**src/rtl/mul_hilo_pkg.sv**
```systemverilog
// mul_hilo_pkg
// Shared types for the HI/LO accumulator behind the pipelined multiplier:
//   mul_op_t            - write-back operation carried with each issued multiply
//   tag_t               - {valid, op} tag that travels alongside the product
//   MUL_LATENCY_DEFAULT - default multiplier latency in cycles
package mul_hilo_pkg;

  typedef enum logic [1:0] {
    OP_LOAD = 2'd0,
    OP_ADD  = 2'd1,
    OP_SUB  = 2'd2,
    OP_RSVD = 2'd3
  } mul_op_t;

  localparam int MUL_LATENCY_DEFAULT = 2;

  typedef struct packed {
    logic    valid;
    mul_op_t op;
  } tag_t;

endpackage

```
**src/rtl/mul_hilo_accumulator_tag_delay.sv**
```systemverilog
// mul_tag_delay
// Shift register of multiply tags, STAGES deep, so that a tag leaves the last
// stage in the same cycle the matching product leaves the multiplier.
// Ports:
//   clk, rst  - clock, asynchronous active-high reset (clears every stage)
//   tag_in    - tag captured into stage 0 at each edge
//   tag_out   - tag in the final stage
//   vld       - valid bit of every stage, for the busy indication
module mul_tag_delay
  import mul_hilo_pkg::*;
#(
  parameter int STAGES = MUL_LATENCY_DEFAULT
) (
  input  logic              clk,
  input  logic              rst,
  input  tag_t              tag_in,
  output tag_t              tag_out,
  output logic [STAGES-1:0] vld
);

  tag_t tag_p [STAGES];

  always_ff @(posedge clk or posedge rst) begin
    if (rst) begin
      for (int i = 0; i < STAGES; i++) begin
        tag_p[i] <= '0;
      end
    end else begin
      tag_p[0] <= tag_in;
      for (int i = 1; i < STAGES; i++) begin
        tag_p[i] <= tag_p[i-1];
      end
    end
  end

  always_comb begin
    vld = '0;
    for (int i = 0; i < STAGES; i++) begin
      vld[i] = tag_p[i].valid;
    end
  end

  assign tag_out = tag_p[STAGES-1];

endmodule

```
**src/rtl/mul_hilo_accumulator.sv**
```systemverilog
// mul_hilo_accumulator
// Architectural HI/LO pair fed by a MUL_LATENCY-cycle pipelined multiplier.
// Each issued multiply carries a tag down a matching delay line; when the tag
// reaches the end, the product is loaded into, added to or subtracted from
// {hi,lo}. MTHI/MTLO writes are dropped when they collide with a write-back.
// Ports:
//   clk, rst            - clock, asynchronous active-high reset
//   issue_valid/op      - multiply issued this cycle and its write-back op
//   product             - multiplier output (2*WIDTH)
//   mthi_en/mtlo_en     - direct writes of wdata into hi/lo
//   hi, lo              - architectural registers
//   busy                - a multiply is in flight (or being issued now)
//   wb_pulse            - one cycle after each LOAD/ADD/SUB write-back
//   ovf                 - sticky signed overflow of ADD/SUB
// Build option: define MULHILO_OVF_EN to enable ovf tracking and the
// MT-while-busy assertion; otherwise ovf is tied low.
module mul_hilo_accumulator
  import mul_hilo_pkg::*;
#(
  parameter int MUL_LATENCY = MUL_LATENCY_DEFAULT,
  parameter int WIDTH       = 32
) (
  input  logic               clk,
  input  logic               rst,
  input  logic               issue_valid,
  input  logic [1:0]         issue_op,
  input  logic [2*WIDTH-1:0] product,
  input  logic               mthi_en,
  input  logic               mtlo_en,
  input  logic [WIDTH-1:0]   wdata,
  output logic [WIDTH-1:0]   hi,
  output logic [WIDTH-1:0]   lo,
  output logic               busy,
  output logic               wb_pulse,
  output logic               ovf
);

  localparam int PW = 2 * WIDTH;

  function automatic logic [PW-1:0] hilo_next(input logic [PW-1:0] acc,
                                              input logic [PW-1:0] prod,
                                              input mul_op_t       op);
    case (op)
      OP_LOAD: return prod;
      OP_ADD:  return acc + prod;
      OP_SUB:  return acc - prod;
      default: return acc;
    endcase
  endfunction

  tag_t              tag_in;
  tag_t              tag_fin;
  logic [MUL_LATENCY-1:0] tag_vld;
  logic              wb_en;
  logic [PW-1:0]     hilo_cur;
  logic [PW-1:0]     hilo_nxt;

  assign tag_in.valid = issue_valid;
  assign tag_in.op    = mul_op_t'(issue_op);

  // Tag delay: tag_fin lines up with the product on the multiplier output
  mul_tag_delay #(
    .STAGES (MUL_LATENCY)
  ) u_tag_delay (
    .clk     (clk),
    .rst     (rst),
    .tag_in  (tag_in),
    .tag_out (tag_fin),
    .vld     (tag_vld)
  );

  assign busy     = issue_valid | (|tag_vld);
  assign wb_en    = tag_fin.valid && (tag_fin.op != OP_RSVD);
  assign hilo_cur = {hi, lo};
  assign hilo_nxt = hilo_next(hilo_cur, product, tag_fin.op);

  // Write-back stage: product into {hi,lo}; write-back takes priority over MT
  always_ff @(posedge clk or posedge rst) begin
    if (rst) begin
      hi       <= '0;
      lo       <= '0;
      wb_pulse <= 1'b0;
    end else begin
      wb_pulse <= wb_en;
      if (wb_en) begin
        {hi, lo} <= hilo_nxt;
      end else begin
        if (mthi_en) hi <= wdata;
        if (mtlo_en) lo <= wdata;
      end
    end
  end

`ifdef MULHILO_OVF_EN
  function automatic logic add_sub_ovf(input logic [PW-1:0] acc,
                                       input logic [PW-1:0] prod,
                                       input logic [PW-1:0] res,
                                       input mul_op_t       op);
    logic signed [PW-1:0] s_acc;
    logic signed [PW-1:0] s_prod;
    logic signed [PW-1:0] s_res;
    s_acc  = $signed(acc);
    s_prod = $signed(prod);
    s_res  = $signed(res);
    case (op)
      OP_ADD:  return ((s_acc < 0) == (s_prod < 0)) && ((s_res < 0) != (s_acc < 0));
      OP_SUB:  return ((s_acc < 0) != (s_prod < 0)) && ((s_res < 0) != (s_acc < 0));
      default: return 1'b0;
    endcase
  endfunction

  logic ovf_q;

  always_ff @(posedge clk or posedge rst) begin
    if (rst) begin
      ovf_q <= 1'b0;
    end else if (wb_en) begin
      if (tag_fin.op == OP_LOAD) begin
        ovf_q <= 1'b0;
      end else if (add_sub_ovf(hilo_cur, product, hilo_nxt, tag_fin.op)) begin
        ovf_q <= 1'b1;
      end
    end
  end

  assign ovf = ovf_q;

  // MTHI/MTLO while a product is in flight is a CPU protocol violation
  a_mt_not_busy: assert property (@(posedge clk) disable iff (rst)
                                  !((mthi_en || mtlo_en) && busy));
`else
  assign ovf = 1'b0;
`endif

endmodule

```
**config.mk**
```make
export PLATFORM = sky130hd
export DESIGN_NAME = mul_hilo_accumulator
export DESIGN_NICKNAME = d
export VERILOG_FILES = /design/src/rtl/mul_hilo_pkg.sv /design/src/rtl/mul_hilo_accumulator_tag_delay.sv /design/src/rtl/mul_hilo_accumulator.sv
export SDC_FILE = /design/constraint.sdc
export NUM_CORES = 1
export LEC_CHECK = 0
export CAP_MARGIN = 20
export CORE_MARGIN = 2
export CORE_UTILIZATION = 50
export CTS_CLUSTER_DIAMETER = 120
export DETAILED_ROUTE_END_ITERATION = 8
export GPL_ROUTABILITY_DRIVEN = 0
export GPL_TIMING_DRIVEN = 0
export PLACE_DENSITY = 0.77
export SLEW_MARGIN = 20
export SYNTH_ARGS = -nofsm -noshare
export SYNTH_HDL_FRONTEND = slang
export SYNTH_HIERARCHICAL = 1
export SYNTH_SLANG_ARGS = --single-unit
export TNS_END_PERCENT = 10
```
**constraint.sdc**
```tcl
create_clock -name clk -period 6.5 [get_ports clk]
set_input_delay 0.975 -clock clk [delete_from_list [all_inputs] [get_ports clk]]
set_output_delay 0.975 -clock clk [all_outputs]
set_load 0.01 [all_outputs]
```
# Word-level counts from Yosys, hierarchy flattened
# Cells that the tools add are included.
classes:
  addsub: 2
  n_eq_ne: 4
  n_mux: 5
  bitwise_logic: 1
  reduce_logical: 7
op_table:
  columns: ["operator", "n"]
  rows:
  - ["case mux 64 bit (3 select lines)", 1]
  - ["2-to-1 mux 32 bit", 4]
  - ["adder 64 bit", 1]
  - ["subtractor 64 bit", 1]
  - ["!= test 4 x 1 -> 1 bit, second input constant", 1]
  - ["AND reduction 2 bit", 2]
  - ["nonzero test 2 bit", 2]
  - ["== test 2 x 1 -> 1 bit, second input constant", 1]
  - ["== test 2 bit, second input constant", 1]
  - ["logical NOT 2 bit", 1]
  - ["!= test 2 bit, second input constant", 1]
  - ["OR reduction 2 bit", 1]
  - ["logical AND 1 bit", 1]
  - ["bitwise OR 1 bit", 1]
totals:
  reg_bits: 71
  input_bits: 103
  output_inout_bits: 67
  wordCells: 26

# Longest topological paths before layout
depth:
  ltp_word: 4
  ltp_mapped: 23
  ltp_nobuf: 21

# Cells and area by module
# The synthesis kept the hierarchy.
modules_own_cells:
  columns: ["module", "instances", "cells_each", "area_each_um2", "seq_area_each_um2"]
  rows:
  - ["mul_hilo_accumulator", 1, 1194, 8704.6, 1626.6]
  - ["mul_tag_delay", 1, 12, 191.4, 150.1]

# Worst setup path before layout
# Ideal clock, no wire load.
synth_path:
  path_kind: "input port to flip-flop"
  start: "input port product[6]"
  end: "register hi[22]"
  setup_time_ps: 132
  arrival_time_ps: 4997
  t_required_ps: 6368
  path_slack_ps: 1371
  cell_stages: 21
  path_buffers: 2
  cell_sequence: "or4_4 > nor4_4 > and2_1 > buf_2 > nand3_2 > nor2_1 > and2_1 > nor2_1 > xnor2_1 > ha_1 > buf_2 > nand4_1 > nor2_1 > and3_1 > and3_1 > a2111oi_0 > a211o_1 > or3_1 > o21ai_1 > xnor2_1 > o21ai_1"
synth_between:
  elab_chain_cells: 3
synth_lines:
  columns: ["item", "line_no", "source"]
  rows:
  - ["from (decl)", "mul_hilo_accumulator.sv:27", "input logic [2*WIDTH-1:0] product,"]
  - ["subtractor 64 bit or adder 64 bit (tied branches)", "mul_hilo_accumulator.sv:46, mul_hilo_accumulator.sv:45", null]
  - ["case mux 64 bit (3 select lines) *", "mul_hilo_accumulator.sv:43", "case (op)"]
  - ["2-to-1 mux 32 bit *", "mul_hilo_accumulator.sv:85", "if (wb_en) begin"]
  - ["to (signal assigned)", "mul_hilo_accumulator.sv:86", "{hi, lo} <= hilo_nxt;"]
  - ["to (signal assigned)", "mul_hilo_accumulator.sv:88", "if (mthi_en) hi <= wdata;"]
  - ["to (decl)", "mul_hilo_accumulator.sv:31", "output logic [WIDTH-1:0] hi,"]
# Mark *: on every way between the ends. The rest lies on a longest branch, timed or not.
# A chain may end at the register's enable or synchronous reset.

# Worst setup path in the final report
layout_path:
  start: "register u_tag_delay.tag_p, in the netlist u_tag_delay/tag_out[0]"
  end: "register hi[28]"
layout_between:
  elab_chain_cells: 4
layout_lines:
  columns: ["item", "line_no", "source"]
  rows:
  - ["from (decl)", "mul_hilo_accumulator_tag_delay.sv:21", "tag_t tag_p [STAGES];"]
  - ["from (signal, indexed assignment)", "mul_hilo_accumulator_tag_delay.sv:31", "tag_p[i] <= tag_p[i-1];"]
  - ["!= test 2 bit", "mul_hilo_accumulator.sv:73", "assign wb_en = tag_fin.valid && (tag_fin.op != OP_RSVD);"]
  - ["logical AND 1 bit", "mul_hilo_accumulator.sv:73", null]
  - ["!= test 4 x 1 -> 1 bit (no line) or nonzero test 2 bit (tied branches)", null, null]
  - ["AND reduction 2 bit (no line)", null, null]
# Parallel ways exist; a longest one is shown, timed or not.

==> impl_metrics.yaml <==
status:
  status: "finished clean"
synthesis:
  synth-main-ff-cell: "dfrtp_1"
  synth_fp_nets: 1378
  ys_ff_latch: 71
  synth_edf_count: 0
  synth_common_cells: "a21oi_1 (162), nor2_1 (143), nand2_1 (114), xnor2_1 (93), dfrtp_1 (71)"
  netlist.area_leader.share_pct: 20.0
  synth_area_leader_cell: "dfrtp_1"
  yosys-top-cells-area: "dfrtp_1 (20%), ha_1 (9.6%), xnor2_1 (9.2%)"
  avgSynthCellArea_um2: 7.38
  synthMostInstantiatedCell: "a21oi_1"
  synth.distinct_cells: 79
  seq_area_frac_synth_pct: 20.0
  synth_area_um2: 8900
  synthesis.instances: 1206
  yosys_warnings: 6
  synthArstFlopShare_pct: 100
die:
  coreArea_um2: 17400
  die-area_um2: 18900
  die_w_um: 137
  num_rows: 48
  dieHeight_um: 137
  initial_core_util_pct: 51.3
  io_pins: 170
sta:
  rsz0062_at_grt: "false"
  fin_ws_ps: 119
  fin_crit_ps: 6380
  timing.fmax_mhz: 157
  post-route-period-util_pct: 98.2
  finalHoldViolCount: 0
  fin_skew_ps: 12.2
  maxSlewHeadroom_pct: 34.8
  setup_violations: 0
  tightest_slew_ps: 979
  finalMaxSlewViolations: 0
routing:
  remaining_drc_errors: 0
  routedWlPerCell_um: 22.5
  via_per_inst: 6.54
  first_pass_iters: 7
  finalWirelength_um: 36400
  ant_nets: 0
  drt_iter0_drc: 1591
  vias: 10566
placement:
  placement.setup.worst_slack_ps: -93.9
  port_buffers: 168
  dp_hpwl_um: 29300
clock_tree:
  h-tree-depth: 3
  cts_buffers: 9
  tritoncts: "yes"
  cts_buffer_depth: 2
  clock_sinks: 71
  clk_latency_ps: 370
  cts_setup_buffers: 0
  cts-root-buf: "clkbuf_16"
  clk_pin_slew_worst_paths_ps: 70
layout:
  nets: 1558
  area_delta_synth_final_pct: 25.9
  drive_gt1_share_pct: 4.31
  final_util_pct: 64.5
  diodes: 0
critical_path:
  r2r_cells: 18
  cp-end-kind: "register"
  crit_arrival_ps: 6600
  critPathKind: "reg -> reg"
  startpoint_type: "register"
  crit_required_ps: 6720
  crit_path_max_fanout: 10
pwr:
  seqPwrFrac_pct: 20.0
  p_int_mw: 1.72
  powerDensity_nw_per_um2: 293
  combPwrFrac_pct: 63.6
  p_leak_nw: 4.55
  peakVddDrop_mv: 0.151
  pwr-share-clk_pct: 16.4
  sw_frac_of_total_pct: 47.7
  netSwitchingPower_mw: 1.57
global_route:
  antenna_found_initial: 1
  grt_pass1_wl_um: 54700
  grt_pass1_vias: 9644
  gr-total-overflow: 0
  grt_usage_pct: 38.7
  grt_max_degree: 44
hold_path:
  holdPathStages: 0
  hold_path.class: "reg -> reg"
run:
  maxCapViolations: 0
==> sequential cells by signal, summed over array words and instances (netlist names) <==
register	count
u_tag_delay/vld	1
hi	32
u_tag_delay/tag_out	3
wb_pulse	1
u_tag_delay/tag_p	2
lo	32
==> metal layers <==
metal | vias to the layer above | global-route usage (%) | wire (µm)
met2 | 832 | 56.9 | 15300
met4 | 2 | 21.1 | 2320
met1 | 4805 | 51.5 | 14000
li1 | 4754 | - | -
met5 | - | 0 | 13
met3 | 173 | 10.3 | 4820
==> final cells by class <==
class,count,area [µm²]
plain buffers,76,315
clock buffers,9,225
clock inverters,7,73.8
fillers,1588,6150
inverters,32,123
multi-input cells,1027,6700
flip-flops and latches,71,1780
well taps,225,282
repair buffers,169,1710
==> critical path, cell delays in order, from the launching register on <==
cell      delay (ps)
dfrtp_1          370
buf_4            140
inv_1             70
ha_1             150
clkbuf_1         340
clkbuf_1         620
buf_1            800
mux2i_1          270
fa_1             500
a21o_1           210
a311oi_2         430
nor3_1           170
o31ai_1          410
a31oi_1          190
o21ai_1          220
a21oi_1          240
a21bo_2          310
o311ai_0         610
a21oi_1          170
==> per-stage QoR <==
stage / setup TNS, ps / hold WS, ps / instances / instance area (µm²) / total power [mW]
finish: 0 / 364 / 1616 / 11200 / 3.28
global route: 0 / 371 / 1616 / 11200 / 3.47
CTS: 0 / 367 / 1616 / 11200 / 3.21
detailed placement: -212 / 352 / 1600 / 10900 / 2.66
global placement: -45.1 / 333 / 1599 / 10900 / 2.64
floorplan: 0 / 331 / 1206 / 8900 / 1.97
==> power groups by stage <==
stage,Clock (mW),Sequential (mW),Combinational [mW]
global route,0.554,0.662,2.26
floorplan,0,0.659,1.31
CTS,0.532,0.649,2.03
finish,0.539,0.655,2.09
global placement,0,0.657,1.98
detailed placement,0,0.655,2.01
==> cells in the final DEF (no fill, tap or decap), drive strengths merged, types with 17 or more instances in the layout <==
cell type and n:
inv 31, ha 68, a21o 29, a21oi 163, nor3 26, nand4 21, o21ai 65, nor2 143
xnor2 94, o31ai 26, clkbuf 70, a211oi 17, nand2 114, xor2 26, dfrtp 71, clkdlybuf4s50 168
==> kinds of logic after synthesis <==
group                    after synthesis  share of synthesized area, %
buffers and inverters                108                          4.89
other                                  1                        0.0422
adder cells (fa/ha/maj)               69                          9.79
AND/OR/NAND/NOR                      410                          22.4
multiplexers                          16                          1.83
AO/OA/AOI/OAI                        411                          29.2
flip-flops                            71                          20.0
XOR/XNOR                             120                          11.9
==> path summary, 6_finish.rpt <==
| kind | start | endpoint | slack (ps) |
|---|---|---|---|
| max in group asynchronous | rst | hi[25]$_DFFE_PP0P_ | 4970 |
| max | u_tag_delay/tag_out[0]$_DFF_PP0_ | hi[28]$_DFFE_PP0P_ | 120 |
| min | u_tag_delay/tag_p[4]$_DFF_PP0_ | u_tag_delay/tag_out[1]$_DFF_PP0_ | 360 |
| max reg2reg | u_tag_delay/tag_out[0]$_DFF_PP0_ | hi[28]$_DFFE_PP0P_ | 120 |
| min in group asynchronous | rst | u_tag_delay/tag_p[3]$_DFF_PP0_ | 920 |
| min reg2reg | u_tag_delay/tag_p[4]$_DFF_PP0_ | u_tag_delay/tag_out[1]$_DFF_PP0_ | 360 |
==> repair_timing <==
| action | in CTS | in global routing |
|---|---|---|
| hold buffers | 0 | 0 |
| endpoints found under the setup margin | 0 | 5 |
| gates resized for setup | 0 | 3 |
No activity file was read; power rests on OpenSTA's default activity.
